File: src/rtl/tdc_spi_arbiter_if.sv
// rtl/tdc_spi_arbiter_if.sv - start/MOSI/CS_END/busy/MISO handshake bundle, N ports wide
interface tdc_spi_arbiter_if #(
  parameter int N = 4
);
  logic [N-1:0]   start;
  logic [8*N-1:0] mosi;
  logic [N-1:0]   cs_end;
  logic [N-1:0]   busy;
  logic [7:0]     miso;

  modport master (output start, output mosi, output cs_end, input busy, input miso);
  modport slave  (input start, input mosi, input cs_end, output busy, output miso);
endinterface

File: src/rtl/tdc_spi_arbiter.sv
// rtl/tdc_spi_arbiter.sv - round-robin SPI master sharing for TDC controllers; HOLD timeout under TDC_ARB_TIMEOUT_EN
module tdc_spi_arbiter #(
  parameter int NUM_REQ      = 4,
  parameter int PTR_W        = 2,
  parameter int HOLD_TIMEOUT = 255
) (
  input  logic                 clk,
  input  logic                 rst_n,
  tdc_spi_arbiter_if.slave     req_if,
  tdc_spi_arbiter_if.master    spi_if,
  output logic                 overrun,
  output logic                 frame_abort
);

  typedef enum logic [2:0] {IDLE, ISSUE, WAIT_BUSY, WAIT_DONE, HOLD} state_e;

  state_e             state_q, state_d;
  logic [PTR_W-1:0]   owner_q, owner_d;
  logic [PTR_W-1:0]   rr_ptr_q, rr_ptr_d;
  logic [7:0]         req_miso_q, req_miso_d;
  logic [NUM_REQ-1:0] pend_valid_q, pend_valid_d;
  logic [NUM_REQ-1:0] pend_cs_end_q;
  logic [7:0]         pend_byte_q [NUM_REQ];
  logic               overrun_q;
  logic [NUM_REQ-1:0] clr, accept, ovr;
  logic               sel_found;
  logic [PTR_W-1:0]   sel_idx;
  logic               active;

  if (NUM_REQ < 2 || NUM_REQ > 8 || (1 << PTR_W) < NUM_REQ ||
      HOLD_TIMEOUT < 1 || HOLD_TIMEOUT > 255) begin : g_bad_cfg
    $error("tdc_spi_arbiter: illegal parameter combination");
  end

  function automatic logic [PTR_W-1:0] next_ptr(input logic [PTR_W-1:0] p);
    return (p == PTR_W'(NUM_REQ - 1)) ? '0 : p + 1'b1;
  endfunction

  // First pending requester at or after rr_ptr, wrapping at NUM_REQ
  always_comb begin
    int idx;
    sel_found = 1'b0;
    sel_idx   = '0;
    for (int k = 0; k < NUM_REQ; k++) begin
      idx = int'(rr_ptr_q) + k;
      if (idx >= NUM_REQ) idx = idx - NUM_REQ;
      if (!sel_found && pend_valid_q[PTR_W'(idx)]) begin
        sel_found = 1'b1;
        sel_idx   = PTR_W'(idx);
      end
    end
  end

`ifdef TDC_ARB_TIMEOUT_EN
  logic [7:0] cnt_q, cnt_d;
  logic       abort_d, frame_abort_q;
`endif

  // Frame FSM: next state, owner, round-robin pointer and pending-clear strobe
  always_comb begin
    state_d    = state_q;
    owner_d    = owner_q;
    rr_ptr_d   = rr_ptr_q;
    req_miso_d = req_miso_q;
    clr        = '0;
`ifdef TDC_ARB_TIMEOUT_EN
    cnt_d      = cnt_q;
    abort_d    = 1'b0;
`endif
    case (state_q)
      IDLE: begin
        if (sel_found) begin
          owner_d = sel_idx;
          state_d = ISSUE;
        end
      end
      ISSUE:     state_d = WAIT_BUSY;
      WAIT_BUSY: if (spi_if.busy[0]) state_d = WAIT_DONE;
      WAIT_DONE: begin
        if (!spi_if.busy[0]) begin
          req_miso_d = spi_if.miso;
          clr        = NUM_REQ'(1) << owner_q;
          if (pend_cs_end_q[owner_q]) begin
            state_d  = IDLE;
            rr_ptr_d = next_ptr(owner_q);
          end else begin
            state_d  = HOLD;
`ifdef TDC_ARB_TIMEOUT_EN
            cnt_d    = '0;
`endif
          end
        end
      end
      HOLD: begin
        if (pend_valid_q[owner_q]) begin
          state_d = ISSUE;
        end
`ifdef TDC_ARB_TIMEOUT_EN
        else if (cnt_q == 8'(HOLD_TIMEOUT)) begin
          abort_d  = 1'b1;
          rr_ptr_d = next_ptr(owner_q);
          state_d  = IDLE;
        end else begin
          cnt_d = cnt_q + 8'd1;
        end
`endif
      end
      default: state_d = IDLE;
    endcase
  end

  // Pending buffer: owner's clear lands first so a same-cycle start is still accepted
  always_comb begin
    accept       = req_if.start & (~pend_valid_q | clr);
    ovr          = req_if.start & pend_valid_q & ~clr;
    pend_valid_d = (pend_valid_q & ~clr) | accept;
  end

  // FSM and status registers
  always_ff @(posedge clk or negedge rst_n) begin
    if (!rst_n) begin
      state_q    <= IDLE;
      owner_q    <= '0;
      rr_ptr_q   <= '0;
      req_miso_q <= '0;
      overrun_q  <= 1'b0;
    end else begin
      state_q    <= state_d;
      owner_q    <= owner_d;
      rr_ptr_q   <= rr_ptr_d;
      req_miso_q <= req_miso_d;
      overrun_q  <= |ovr;
    end
  end

  // Per-requester one-byte buffers
  always_ff @(posedge clk or negedge rst_n) begin
    if (!rst_n) begin
      pend_valid_q  <= '0;
      pend_cs_end_q <= '0;
      for (int i = 0; i < NUM_REQ; i++) pend_byte_q[i] <= '0;
    end else begin
      pend_valid_q <= pend_valid_d;
      for (int i = 0; i < NUM_REQ; i++) begin
        if (accept[i]) begin
          pend_byte_q[i]   <= req_if.mosi[8*i +: 8];
          pend_cs_end_q[i] <= req_if.cs_end[i];
        end
      end
    end
  end

`ifdef TDC_ARB_TIMEOUT_EN
  // HOLD idle counter and abort pulse
  always_ff @(posedge clk or negedge rst_n) begin
    if (!rst_n) begin
      cnt_q         <= '0;
      frame_abort_q <= 1'b0;
    end else begin
      cnt_q         <= cnt_d;
      frame_abort_q <= abort_d;
    end
  end
  assign frame_abort = frame_abort_q;
`else
  assign frame_abort = 1'b0;
`endif

  // Owner's byte is presented from ISSUE until the busy fall is consumed
  assign active         = (state_q == ISSUE) || (state_q == WAIT_BUSY) || (state_q == WAIT_DONE);
  assign spi_if.start   = (state_q == ISSUE);
  assign spi_if.mosi    = active ? pend_byte_q[owner_q] : 8'h00;
  assign spi_if.cs_end  = active & pend_cs_end_q[owner_q];
  assign req_if.busy    = pend_valid_q;
  assign req_if.miso    = req_miso_q;
  assign overrun        = overrun_q;

endmodule

File: src/flat_wrapper.sv
// flat-port wrapper written by rule: the top's interface ports become plain ports
module tdc_spi_arbiter_flat 
#(
  parameter int NUM_REQ      = 4,
  parameter int PTR_W        = 2,
  parameter int HOLD_TIMEOUT = 255
)
  (clk, rst_n, overrun, frame_abort, req_if_start, req_if_mosi, req_if_cs_end, req_if_busy, req_if_miso, spi_if_start, spi_if_mosi, spi_if_cs_end, spi_if_busy, spi_if_miso);
  tdc_spi_arbiter_if #(.N(4)) req_if_i ();
  tdc_spi_arbiter_if #(.N(1)) spi_if_i ();
  input  logic clk;
  input  logic rst_n;
  output logic overrun;
  output logic frame_abort;
  input wire logic [$bits(req_if_i.start)-1:0] req_if_start;
  input wire logic [$bits(req_if_i.mosi)-1:0] req_if_mosi;
  input wire logic [$bits(req_if_i.cs_end)-1:0] req_if_cs_end;
  output wire logic [$bits(req_if_i.busy)-1:0] req_if_busy;
  output wire logic [$bits(req_if_i.miso)-1:0] req_if_miso;
  output wire logic [$bits(spi_if_i.start)-1:0] spi_if_start;
  output wire logic [$bits(spi_if_i.mosi)-1:0] spi_if_mosi;
  output wire logic [$bits(spi_if_i.cs_end)-1:0] spi_if_cs_end;
  input wire logic [$bits(spi_if_i.busy)-1:0] spi_if_busy;
  input wire logic [$bits(spi_if_i.miso)-1:0] spi_if_miso;
  assign req_if_i.start = req_if_start;
  assign req_if_i.mosi = req_if_mosi;
  assign req_if_i.cs_end = req_if_cs_end;
  assign req_if_busy = req_if_i.busy;
  assign req_if_miso = req_if_i.miso;
  assign spi_if_start = spi_if_i.start;
  assign spi_if_mosi = spi_if_i.mosi;
  assign spi_if_cs_end = spi_if_i.cs_end;
  assign spi_if_i.busy = spi_if_busy;
  assign spi_if_i.miso = spi_if_miso;
  tdc_spi_arbiter #(.NUM_REQ(NUM_REQ), .PTR_W(PTR_W), .HOLD_TIMEOUT(HOLD_TIMEOUT)) u_core (.clk(clk), .rst_n(rst_n), .req_if(req_if_i), .spi_if(spi_if_i), .overrun(overrun), .frame_abort(frame_abort));
endmodule
File: config.mk
export PLATFORM = sky130hd
export DESIGN_NAME = tdc_spi_arbiter_flat
export DESIGN_NICKNAME = d
export VERILOG_FILES = /design/src/rtl/tdc_spi_arbiter_if.sv /design/src/rtl/tdc_spi_arbiter.sv /design/src/flat_wrapper.sv
export SDC_FILE = /design/constraint.sdc
export NUM_CORES = 1
export LEC_CHECK = 0
export CORE_MARGIN = 4
export CORE_UTILIZATION = 44
export CTS_CLUSTER_SIZE = 30
export DETAILED_ROUTE_END_ITERATION = 10
export PLACE_DENSITY = 0.74
export SYNTH_ARGS = -nofsm -noshare
export SYNTH_HDL_FRONTEND = slang
export SYNTH_SLANG_ARGS = --single-unit
File: constraint.sdc
create_clock -name clk -period 1.7 [get_ports clk]
set_input_delay 0.425 -clock clk [delete_from_list [all_inputs] [get_ports clk]]
set_output_delay 0.425 -clock clk [all_outputs]
set_load 0.05 [all_outputs]
==> run_results.csv <==
group,metric,value,unit
clock_tree,h-tree-depth,2,
floorplan,fp-row-count,28,
timing,slew_viol_final,0,
floorplan,design.die.area,7790,um2
placed_design,gp_congestion,0.856,
synthesis,synth-seq-cells,56,
cells_and_area,syn2layout_area_growth,48.0,%
floorplan,initial_core_util,0.465,
worst_setup_path,path_class,"register to output pin",
worst_setup_path,startpoint_type,"register",
route,drt_pass1_iterations,4,
status,violations,"negative setup slack",
worst_setup_path,r2r-start,"u_core.owner_q[0]",
cells_and_area,final_nets,338,
route,viasPerCell,5.22,
synthesis,synth_warnings,0,
global_routing,grt_first_pass_wirelength,10500,um
clock_tree,cts.sink_count,56,
timing,relSlewSlack,0.641,
clock_tree,cts.clk_slew.worst_paths,0.10,ns
timing,fin_ws,-0.434,ns
cells_and_area,postLayoutCoreUtil,0.688,
global_routing,grt_pass1_vias,1989,
timing,tightest_slew,0.533,ns
route,antenna_left,0,
synthesis,syn_nets,241,
status,outcome,"finished with violations",
synthesis,synthCells,186,
route,routed-via-count,1875,
floorplan,die-width,88.3,um
route,wire_per_inst,19.1,um
route,first_iter_violations,76,
cells_and_area,stdcell_count,359,
timing,holdWs,0.512,ns
clock_tree,cts_made_buffers,5,
worst_setup_path,cp.required,1.27,ns
clock_tree,cts_tree,"yes",
timing,fin_crit,2.13,ns
timing,fin_crit_sh,1.26,
worst_setup_path,rr_endpoint,"u_core.pend_byte_q[3]",
synthesis,synth_area,2830,um2
global_routing,antenna_found_initial,0,
power,p_total,0.00840,W
worst_setup_path,reg2reg_slack,-0.14,ns
cells_and_area,drive_gt1_frac,0.514,
synthesis,async_reset_ff_frac,1.00,
placed_design,place_hpwl,4610,um
timing,fmax,469,MHz
floorplan,io_pins,75,
clock_tree,clock_latency,0.31,ns
worst_setup_path,r2r_cells,7,
synthesis,ys_types,34,
synthesis,synth_seq_area_share,0.494,
timing,fin_tns_setup,-6.55,ns
synthesis,synth.avg_cell_area,15.2,um2
synthesis,synth_edf_count,0,
timing,rsz0062_at_grt,"yes",
power,power.density,2000,nW/um2
placed_design,port-buffer-count,73,
job,maxCapViolCount,0,
clock_tree,cts-root-buf,"clkbuf_8",
worst_setup_path,crit_arrival,1.71,ns
timing,finalHoldViolations,0,
power,ir_drop,1.19,mV
global_routing,track_usage,0.182,
placed_design,placed_cells,340,
power,p_leak,1.97,nW
floorplan,core_region_area,6100,um2
route,drc_errors,0,
global_routing,grt_overflow_total,0,
route,routed_wl,6850,um
floorplan,fp.dieH,88.3,um
synthesis,synth_ff_type,"dfrtp_1",
global_routing,grt_start_max_net_pins,49,
cells_and_area,diodes,0,
timing,setup_viol,46,
timing,skew,0.00892,ns
clock_tree,clk_path_buf_depth,2,
worst_setup_path,cp-end-kind,"output pin",
worst_setup_path,crit_fanout,6,
hold_path,hp-class,"input pin to async pin",
## cells in the mapped netlist, types with 3 or more instances
library cell / count / share of area
mux4_2: 10 / 0.079
mux2_2: 10 / 0.040
buf_4: 3 / 0.0079
inv_1: 6 / 0.0079
nand2b_4: 4 / 0.019
ha_1: 4 / 0.018
a22oi_1: 3 / 0.0079
mux2_4: 36 / 0.19
o21ai_0: 3 / 0.0053
or2_2: 5 / 0.011
dfrtp_1: 56 / 0.49
nor2b_1: 9 / 0.020
nand2_1: 5 / 0.0066
buf_6: 4 / 0.016
## layout by cell type (no fill, tap or decap), drive strengths merged, types with 3 or more instances in the layout
cell           instances
or2                    5
nand2                  5
dfrtp                 56
ha                     4
buf                   46
nand2b                 8
inv                    6
clkbuf                 6
mux2                  46
mux4                  10
o21ai                  3
nor2b                  9
a22oi                  3
clkdlybuf4s50         48
## sequential cells by signal, indices dropped and copies added, names as in the netlist
signal                flops
u_core.state_q            3
u_core.rr_ptr_q           2
u_core.pend_byte_q       32
u_core.pend_cs_end_q      4
u_core.req_if.miso        8
u_core.overrun            1
u_core.req_if.busy        4
u_core.owner_q            2
## kinds of logic (layout without fill, tap and decap cells)
| logic type | Yosys count | after routing | synth area share |
|---|---|---|---|
| mux | 58 | 58 | 0.317 |
| flops | 56 | 56 | 0.494 |
| simple gates | 34 | 38 | 0.0879 |
| compound gates | 17 | 17 | 0.0459 |
| buf+inv | 16 | 110 | 0.0358 |
| fa+ha+maj | 4 | 4 | 0.0177 |
| other cells | 1 | 1 | 0.00132 |
## stage by stage
stage,area (um2),setup slack [ns]
after floorplan,2890,-0.140
after global placement,3780,-0.432
after detailed placement,3780,-0.436
after CTS,4110,-0.422
after global routing,4190,-0.490
final,4190,-0.434
## power by group
group	internal (W)	switching, W
clock network	0.000482	0.000429
registers	0.00193	0.000441
logic	0.00267	0.00244
total	0.00508	0.00331
## area by class of cell
class | instances | area (um2)
multi-input cells | 118 | 1560
fillers | 442 | 1900
clock buffers | 6 | 82.6
clock inverters | 2 | 38.8
well taps | 75 | 93.8
inverters | 6 | 27.5
flip-flops and latches | 56 | 1400
repair buffers | 96 | 993
## what timing repair did
| action | 4_1_cts | 5_1_grt |
|---|---|---|
| gates cloned | 4 | 0 |
| endpoints found under the setup margin | 47 | 47 |
| gates resized for setup | 31 | 14 |
| endpoints found under the hold margin | 8 | 0 |
| pin swaps | 4 | 6 |
| hold buffers | 1 | 0 |
| setup buffers | 3 | 3 |
## critical path, cell delays in order (launching register included)
cell     delay (ns)
dfrtp_2        0.43
buf_12         0.14
mux4_2         0.51
nor2b_4        0.15
buf_6          0.17
## worst max path at each step
stage	start	to	slack [ns]	cells past startpoint
6_report	u_core.owner_q[0]	spi_if_mosi[0]	-0.43	4
3_5_place_dp	spi_if_busy	u_core.pend_byte_q[22]	-0.44	5
5_1_grt	u_core.owner_q[0]	spi_if_mosi[3]	-0.49	4
3_3_place_gp	spi_if_busy	u_core.pend_byte_q[2]	-0.43	5
4_1_cts	u_core.owner_q[0]	spi_if_mosi[3]	-0.42	4
2_1_floorplan	u_core.state_q[1]	spi_if_cs_end	-0.14	4
## routing by layer
metal  part of all wire  track usage  wire, um
met4              0.014       0.0563        93
met2               0.46        0.288      3170
met5                  0            0         0
met3              0.067       0.0372       462
met1               0.46        0.256      3120
(Power assumes the default switching activity.)
